==> config.mk <==
export PLATFORM = sky130hd
export DESIGN_NAME = placement_cost
export DESIGN_NICKNAME = d
export VERILOG_FILES = /design/src/rtl/placement_pkg.sv /design/src/rtl/manhattan_len.sv /design/src/rtl/placement_cost.sv
export SDC_FILE = /design/constraint.sdc
export NUM_CORES = 1
export LEC_CHECK = 0
export CAP_MARGIN = 25
export CORE_ASPECT_RATIO = 0.6
export CORE_MARGIN = 2
export CORE_UTILIZATION = 27
export CTS_BUF_LIST = sky130_fd_sc_hd__clkbuf_16
export DETAILED_ROUTE_END_ITERATION = 7
export PLACE_DENSITY = 0.5
export SLEW_MARGIN = 15
export SYNTH_ARGS = -nofsm -noshare
export SYNTH_HDL_FRONTEND = slang
export SYNTH_HIERARCHICAL = 1
export SYNTH_SLANG_ARGS = --single-unit
==> constraint.sdc <==
create_clock -name clk -period 12.8 [get_ports clk]
set_input_delay 2.56 -clock clk [delete_from_list [all_inputs] [get_ports clk]]
set_output_delay 2.56 -clock clk [all_outputs]
set_load 0.02 [all_outputs]
==> src/rtl/placement_pkg.sv <==
// Shared definitions for the grid placer: walk states, the unplaced-node marker
// and the default memory/coordinate/accumulator widths.
package placement_pkg;

  localparam int DEF_ADDR_W  = 11;
  localparam int DEF_COORD_W = 32;
  localparam int DEF_SUM_W   = 32;

  // A node whose coordinate reads back as all-ones has not been placed yet.
  localparam logic [DEF_COORD_W-1:0] UNPLACED = '1;

  typedef enum logic [3:0] {
    IDLE,
    E_RD,
    E_WT,
    A_RD,
    A_WT,
    B_RD,
    B_WT,
    ACC,
    FIN
  } state_t;

endpackage

==> src/rtl/manhattan_len.sv <==
// Combinational edge length |dx|+|dy|-1 clamped at 0, plus an unplaced-endpoint flag.
// Shared between the wirelength walk and the placer's legality check.
module manhattan_len
  import placement_pkg::*;
#(
  parameter int COORD_W = DEF_COORD_W
) (
  input  logic signed [COORD_W-1:0] xa,
  input  logic signed [COORD_W-1:0] ya,
  input  logic signed [COORD_W-1:0] xb,
  input  logic signed [COORD_W-1:0] yb,
  output logic        [COORD_W+1:0] len,
  output logic                      unplaced
);

  localparam int LW = COORD_W + 2;

  logic signed [LW-1:0] dx, dy, adx, ady, raw;

  // NOTE: every always_comb output is assigned on every path, so no latch can be inferred.
  always_comb begin
    // Two guard bits keep |dx|+|dy| of two full-range signed coordinates exact.
    dx  = {{2{xa[COORD_W-1]}}, xa} - {{2{xb[COORD_W-1]}}, xb};
    dy  = {{2{ya[COORD_W-1]}}, ya} - {{2{yb[COORD_W-1]}}, yb};
    adx = dx[LW-1] ? -dx : dx;
    ady = dy[LW-1] ? -dy : dy;
    raw = adx + ady - LW'(1);
    len = raw[LW-1] ? '0 : raw;
    unplaced = (&xa) | (&ya) | (&xb) | (&yb);
  end

endmodule

==> src/rtl/placement_cost.sv <==
// Wirelength evaluator: walks the edge list, fetches both endpoints and sums clamped
// Manhattan lengths with saturation. Define PLACE_COST_MAXLEN_EN to add the max_len report.
module placement_cost
  import placement_pkg::*;
#(
  parameter int ADDR_W  = DEF_ADDR_W,
  parameter int COORD_W = DEF_COORD_W,
  parameter int SUM_W   = DEF_SUM_W
) (
  input  logic                      clk,
  input  logic                      reset,
  input  logic                      start,
  input  logic        [ADDR_W-1:0]  num_edges,
  output logic                      busy,
  output logic                      done,
  output logic                      edge_re,
  output logic        [ADDR_W-1:0]  edge_addr,
  input  logic        [ADDR_W-1:0]  edge_a,
  input  logic        [ADDR_W-1:0]  edge_b,
  output logic                      pos_re,
  output logic        [ADDR_W-1:0]  pos_addr,
  input  logic signed [COORD_W-1:0] pos_x,
  input  logic signed [COORD_W-1:0] pos_y,
  output logic        [SUM_W-1:0]   cost,
  output logic                      unplaced,
  output logic                      overflow
`ifdef PLACE_COST_MAXLEN_EN
  ,
  output logic        [SUM_W-1:0]   max_len
`endif
);

  localparam int LEN_W = COORD_W + 2;
  localparam int ACC_W = ((SUM_W > LEN_W) ? SUM_W : LEN_W) + 1;
  localparam logic [ACC_W-1:0] SUM_MAX = {{(ACC_W-SUM_W){1'b0}}, {SUM_W{1'b1}}};

  state_t                    state;
  logic        [ADDR_W-1:0]  n_edges;
  logic        [ADDR_W-1:0]  idx;
  logic        [ADDR_W-1:0]  idx_next;
  logic        [ADDR_W-1:0]  node_b;
  logic signed [COORD_W-1:0] xa, ya, xb, yb;
  logic        [LEN_W-1:0]   len;
  logic                      edge_unplaced;
  logic        [ACC_W-1:0]   sum;
  logic                      sum_sat;

  manhattan_len #(
    .COORD_W(COORD_W)
  ) u_len (
    .xa      (xa),
    .ya      (ya),
    .xb      (xb),
    .yb      (yb),
    .len     (len),
    .unplaced(edge_unplaced)
  );

  // The sum is formed one bit wider than either operand so saturation is a plain compare.
  always_comb begin
    idx_next = idx + ADDR_W'(1);
    sum      = ACC_W'(cost) + ACC_W'(len);
    sum_sat  = sum > SUM_MAX;
  end

`ifdef PLACE_COST_MAXLEN_EN
  logic [ACC_W-1:0] len_acc;
  logic [SUM_W-1:0] len_clip;

  always_comb begin
    len_acc  = ACC_W'(len);
    len_clip = (len_acc > SUM_MAX) ? SUM_MAX[SUM_W-1:0] : len_acc[SUM_W-1:0];
  end
`endif

  // NOTE: sequential state uses non-blocking assignments only, so every register
  // samples the pre-edge values regardless of statement order.
  always_ff @(posedge clk or negedge reset) begin
    if (!reset) begin
      state     <= IDLE;
      busy      <= 1'b0;
      done      <= 1'b0;
      edge_re   <= 1'b0;
      edge_addr <= '0;
      pos_re    <= 1'b0;
      pos_addr  <= '0;
      cost      <= '0;
      unplaced  <= 1'b0;
      overflow  <= 1'b0;
      n_edges   <= '0;
      idx       <= '0;
      node_b    <= '0;
      xa        <= '0;
      ya        <= '0;
      xb        <= '0;
      yb        <= '0;
`ifdef PLACE_COST_MAXLEN_EN
      max_len   <= '0;
`endif
    end else begin
      edge_re <= 1'b0;
      pos_re  <= 1'b0;
      done    <= 1'b0;

      case (state)
        IDLE: begin
          if (start) begin
            n_edges  <= num_edges;
            idx      <= '0;
            cost     <= '0;
            unplaced <= 1'b0;
            overflow <= 1'b0;
            busy     <= 1'b1;
`ifdef PLACE_COST_MAXLEN_EN
            max_len  <= '0;
`endif
            if (num_edges == '0) begin
              state <= FIN;
            end else begin
              state     <= E_RD;
              edge_re   <= 1'b1;
              edge_addr <= '0;
            end
          end
        end

        E_RD: state <= E_WT;

        // Endpoint a goes straight onto the position address; b waits its turn.
        E_WT: begin
          pos_addr <= edge_a;
          node_b   <= edge_b;
          pos_re   <= 1'b1;
          state    <= A_RD;
        end

        A_RD: state <= A_WT;

        A_WT: begin
          xa       <= pos_x;
          ya       <= pos_y;
          pos_addr <= node_b;
          pos_re   <= 1'b1;
          state    <= B_RD;
        end

        B_RD: state <= B_WT;

        B_WT: begin
          xb    <= pos_x;
          yb    <= pos_y;
          state <= ACC;
        end

        ACC: begin
          if (edge_unplaced) begin
            unplaced <= 1'b1;
          end else begin
            if (sum_sat) begin
              cost     <= SUM_MAX[SUM_W-1:0];
              overflow <= 1'b1;
            end else begin
              cost <= sum[SUM_W-1:0];
            end
`ifdef PLACE_COST_MAXLEN_EN
            if (len_acc > ACC_W'(max_len)) max_len <= len_clip;
`endif
          end
          idx <= idx_next;
          if (idx_next == n_edges) begin
            state <= FIN;
          end else begin
            state     <= E_RD;
            edge_re   <= 1'b1;
            edge_addr <= idx_next;
          end
        end

        FIN: begin
          done  <= 1'b1;
          busy  <= 1'b0;
          state <= IDLE;
        end

        default: state <= IDLE;
      endcase
    end
  end

endmodule
==> metrics list <==
- Number of resized instances in the post-cts repair step: 0
- Max Fclk: ~94 MHz
* Number of antenna violations at the first check in global routing: 2
- The number of cells on the worst reg-to-reg path is 40.
- Pin count of the biggest net entering global routing: 131
- Largest stage delay on the critical path: 790 ps
* Aggregate global-route resource usage: 0.160
* Post-route insts no fill: 3164
- The most used flip-flop cell after synthesis is sky130_fd_sc_hd__dfrtp_1.
* CP Launch Type: flop
- Critical Path End Type: flop
- Summed over all layers, the routed wires come to 57500 um.
* Hold violation total from the final report: 0
* Worst reg-to-reg setup slack: between 2000 and 2500 ps
* Period minus WS final: 10660 ps
- For the worst setup path, the data required time is 13180 ps.
* Y dimension of the die: roughly 210 um
- In this run the clock root is driven by a sky130_fd_sc_hd__clkbuf_16.
- Mapped Avg Cell Area: 8.79 um2
- The worst register-to-register path ends at cost[17]$_DFFE_PN0P_.
- Aggregate negative setup slack: 0 ps
- Worst min-delay path startpoint: node_b[9]$_DFFE_PN0P_
* Hold buffers post-CTS: 0
- Synthesized Nets: 2382
* RSZ-0062 raised after global routing: false
* Cells after Synth: 2114
- Worst skew pair latency: 560 ps
* Max stage delay cell, worst path: sky130_fd_sc_hd__and2_1
- After synthesis, the share of flip-flops with an asynchronous set or reset is 1.00.
* Largest clock skew in the final design: around 18 ps
- Layout cells sized above 1: 0.0999
* Crit path arrival time: 11040 ps
- Maximum buffer depth of the clock tree: 3
* Outcome: completed
* Diodes inserted: 0
* Sequential area share after synthesis: 0.303
- Path category of the worst min-delay check: reg -> reg
* Per-cell via count in the routed design: a little over 5
- Transition time of the tightest slew-check pin: about 900 ps
* Setup Fix Bufs, Post-CTS: 0
- Slew Limit Fails: 0
- For this run, the post-layout net count is between 2000 and 3000.
- Standard-cell rows: 74
- The worst hold path was traced through 2 stages.
* Sinks on the clock net: between 200 and 250
- 160 I/O pins were placed.
- The initial utilization of the core area, before any placement, comes to 0.273.
* Setup violators final: 0
* Post-placement cell area: between 20000 and 25000 um2
- Global routing finished with a remaining overflow of 0.
* Cell taking the most area after synthesis: sky130_fd_sc_hd__dfrtp_1
- In this run, the number of DRC markers left after iteration 0 of detailed routing was 1321.
* Hold Path End: pos_addr[9]$_DFFE_PN0P_
- Total number of vias: 16100
- Post-Layout Inst Area: 21900 um2
- Top area cells in the synthesized netlist: sky130_fd_sc_hd__dfrtp_1, sky130_fd_sc_hd__ha_1, sky130_fd_sc_hd__mux2_2
- Cell Count Post-Placement: ~3100
- The critical path is of the reg -> reg type.
- Dividing the detail-routed wire length by the instance count gives 18.2 um.
- During placement, the flow inserted port buffers numbering 159.
- The wire-length estimate of the detail-placed layout is 46100 um.
- In this run the worst path has a maximum fanout of 33.
- Measured against its own limit, the worst slew margin works out to 0.399.
* Count of flip-flops with a built-in enable after synthesis: 0
* Portion of the clock cycle consumed by the worst path in the final layout: 0.833
* Signed area change from the synthesized netlist to the final layout: 17.9%
- Once detail routing completed, the nets flagged for antenna violations numbered 0.
- Residual DRC count: 0
* Flip-flop and latch count after synthesis: 225
- The via count of the first global-routing pass is between 15000 and 20000.
- The tool flagged a number of max-cap violations equal to 0.
* Area share of the leading cell type in the synthesized netlist: 0.303
* Source of the worst register-to-register timing path: xb[0]$_DFFE_PN0P_
* First-pass GRT wire length: between 90000 and 100000 um
- CTS H-Tree Depth: 1
- After clock tree synthesis, the clock-pin slew on the worst setup and hold paths is 70 ps.
- CTS tree: built
* Clock buffer count from CTS: 24
- First-pass iteration count of the detailed router: 6
- From left edge to right edge, the die measures 343 um.
* Count of cell types in the netlist: 94
* Area of the mapped netlist: 18600 um2
- The total area inside the core boundary comes to 68100 um2.
- GP Congestion: 0.971
- The die covers around 71000 um2.
* Most frequent CP cell: sky130_fd_sc_hd__a21oi_1
* Number of warning messages in the yosys log: 6
cells by family (layout without fill, tap and decap cells):
group                    after synthesis  count (layout)  share of synthesized area
AO/OA/AOI/OAI                        571             571                      0.200
buffers and inverters                251             389                     0.0531
AND/OR/NAND/NOR                      565             565                      0.151
other                                  1               1                   0.000202
flip-flops                           225             225                      0.303
adder cells (fa/ha/maj)              168             168                      0.115
multiplexers                         154             154                     0.0926
XOR/XNOR                             179             179                     0.0848
Yosys cell counts, types with 35 or more instances:
cell type / count
sky130_fd_sc_hd__a21oi_1: 182
sky130_fd_sc_hd__nand4_1: 54
sky130_fd_sc_hd__o21ai_0: 106
sky130_fd_sc_hd__a31oi_1: 36
sky130_fd_sc_hd__o21a_1: 35
sky130_fd_sc_hd__nand2_1: 157
sky130_fd_sc_hd__ha_1: 164
sky130_fd_sc_hd__a21o_1: 48
sky130_fd_sc_hd__dfrtp_1: 225
sky130_fd_sc_hd__mux2_2: 139
sky130_fd_sc_hd__inv_1: 175
sky130_fd_sc_hd__clkbuf_1: 58
sky130_fd_sc_hd__nor3_1: 39
sky130_fd_sc_hd__xnor2_1: 89
sky130_fd_sc_hd__nor2_1: 138
sky130_fd_sc_hd__xor2_1: 89
worst max path at each step:
stage	startpoint	slack, ps	end	depth (start not counted)
global route	xb[0]$_DFFE_PN0P_	1400	cost[31]$_DFFE_PN0P_	40
detailed placement	xb[0]$_DFFE_PN0P_	2320	cost[19]$_DFFE_PN0P_	40
floorplan	ya[0]$_DFFE_PN0P_	4320	cost[12]$_DFFE_PN0P_	44
finish	xb[0]$_DFFE_PN0P_	2140	cost[17]$_DFFE_PN0P_	40
CTS	xb[0]$_DFFE_PN0P_	2250	cost[17]$_DFFE_PN0P_	40
global placement	xb[0]$_DFFE_PN0P_	2520	cost[31]$_DFFE_PN0P_	40
critical path: cells and delay by family (launching register included):
kind | cells | cell delay [ps]
AO/OA/AOI/OAI | 20 | 4810
AND/OR/NAND/NOR | 8 | 2270
buffers and inverters | 3 | 370
XOR/XNOR | 2 | 400
multiplexers | 1 | 330
adder cells (fa/ha/maj) | 6 | 1820
flip-flops | 1 | 490
cell usage in the layout (no fill, tap or decap), drive strengths merged, types with 35 or more instances in the layout:
cell type / instances
xor2: 90
clkdlybuf4s50: 158
nor3: 42
inv: 178
nand2: 157
ha: 164
a31oi: 36
a21oi: 185
nor2: 138
nand4: 54
mux2: 140
o21ai: 111
o21a: 35
a21o: 48
xnor2: 89
dfrtp: 225
sequential cells by signal (all words and copies together), names as in the netlist:
| signal | count |
|---|---|
| edge_re | 1 |
| done | 1 |
| node_b | 11 |
| xa | 32 |
| n_edges | 11 |
| cost | 32 |
| yb | 32 |
| pos_re | 1 |
| pos_addr | 11 |
| busy | 1 |
| state | 4 |
| overflow | 1 |
| ya | 32 |
| xb | 32 |
| unplaced | 1 |
| idx | 11 |
| edge_addr | 11 |
through the flow:
step / util / worst slack [ps] / hold slack, ps
after floorplan: - / 4320 / 446
after global placement: 0.310 / 2520 / 457
after detailed placement: 0.310 / 2320 / 463
after CTS: 0.322 / 2250 / 482
after global routing: 0.322 / 1400 / 502
final: 0.322 / 2140 / 477
final cells by class:
class	count	area [um2]
Fill cell	7136	46100
Multi-Input combinational cell	1638	12000
Sequential cell	225	5630
Timing Repair Buffer	172	1700
Tap cell	912	1140
Inverter	175	657
Clock buffer	24	601
Clock inverter	18	176
routing by layer:
metal,GRT usage,share of wire,vias up
li1,-,-,7861
met1,0.271,0.56,7786
met2,0.204,0.37,421
met3,0.0287,0.063,51
met4,0.0185,0.010,4
met5,0,0.00044,-
Power is left out: the tool's default activity adds up to more than one toggle a clock period on the data nets, which glitch-free logic cannot reach.
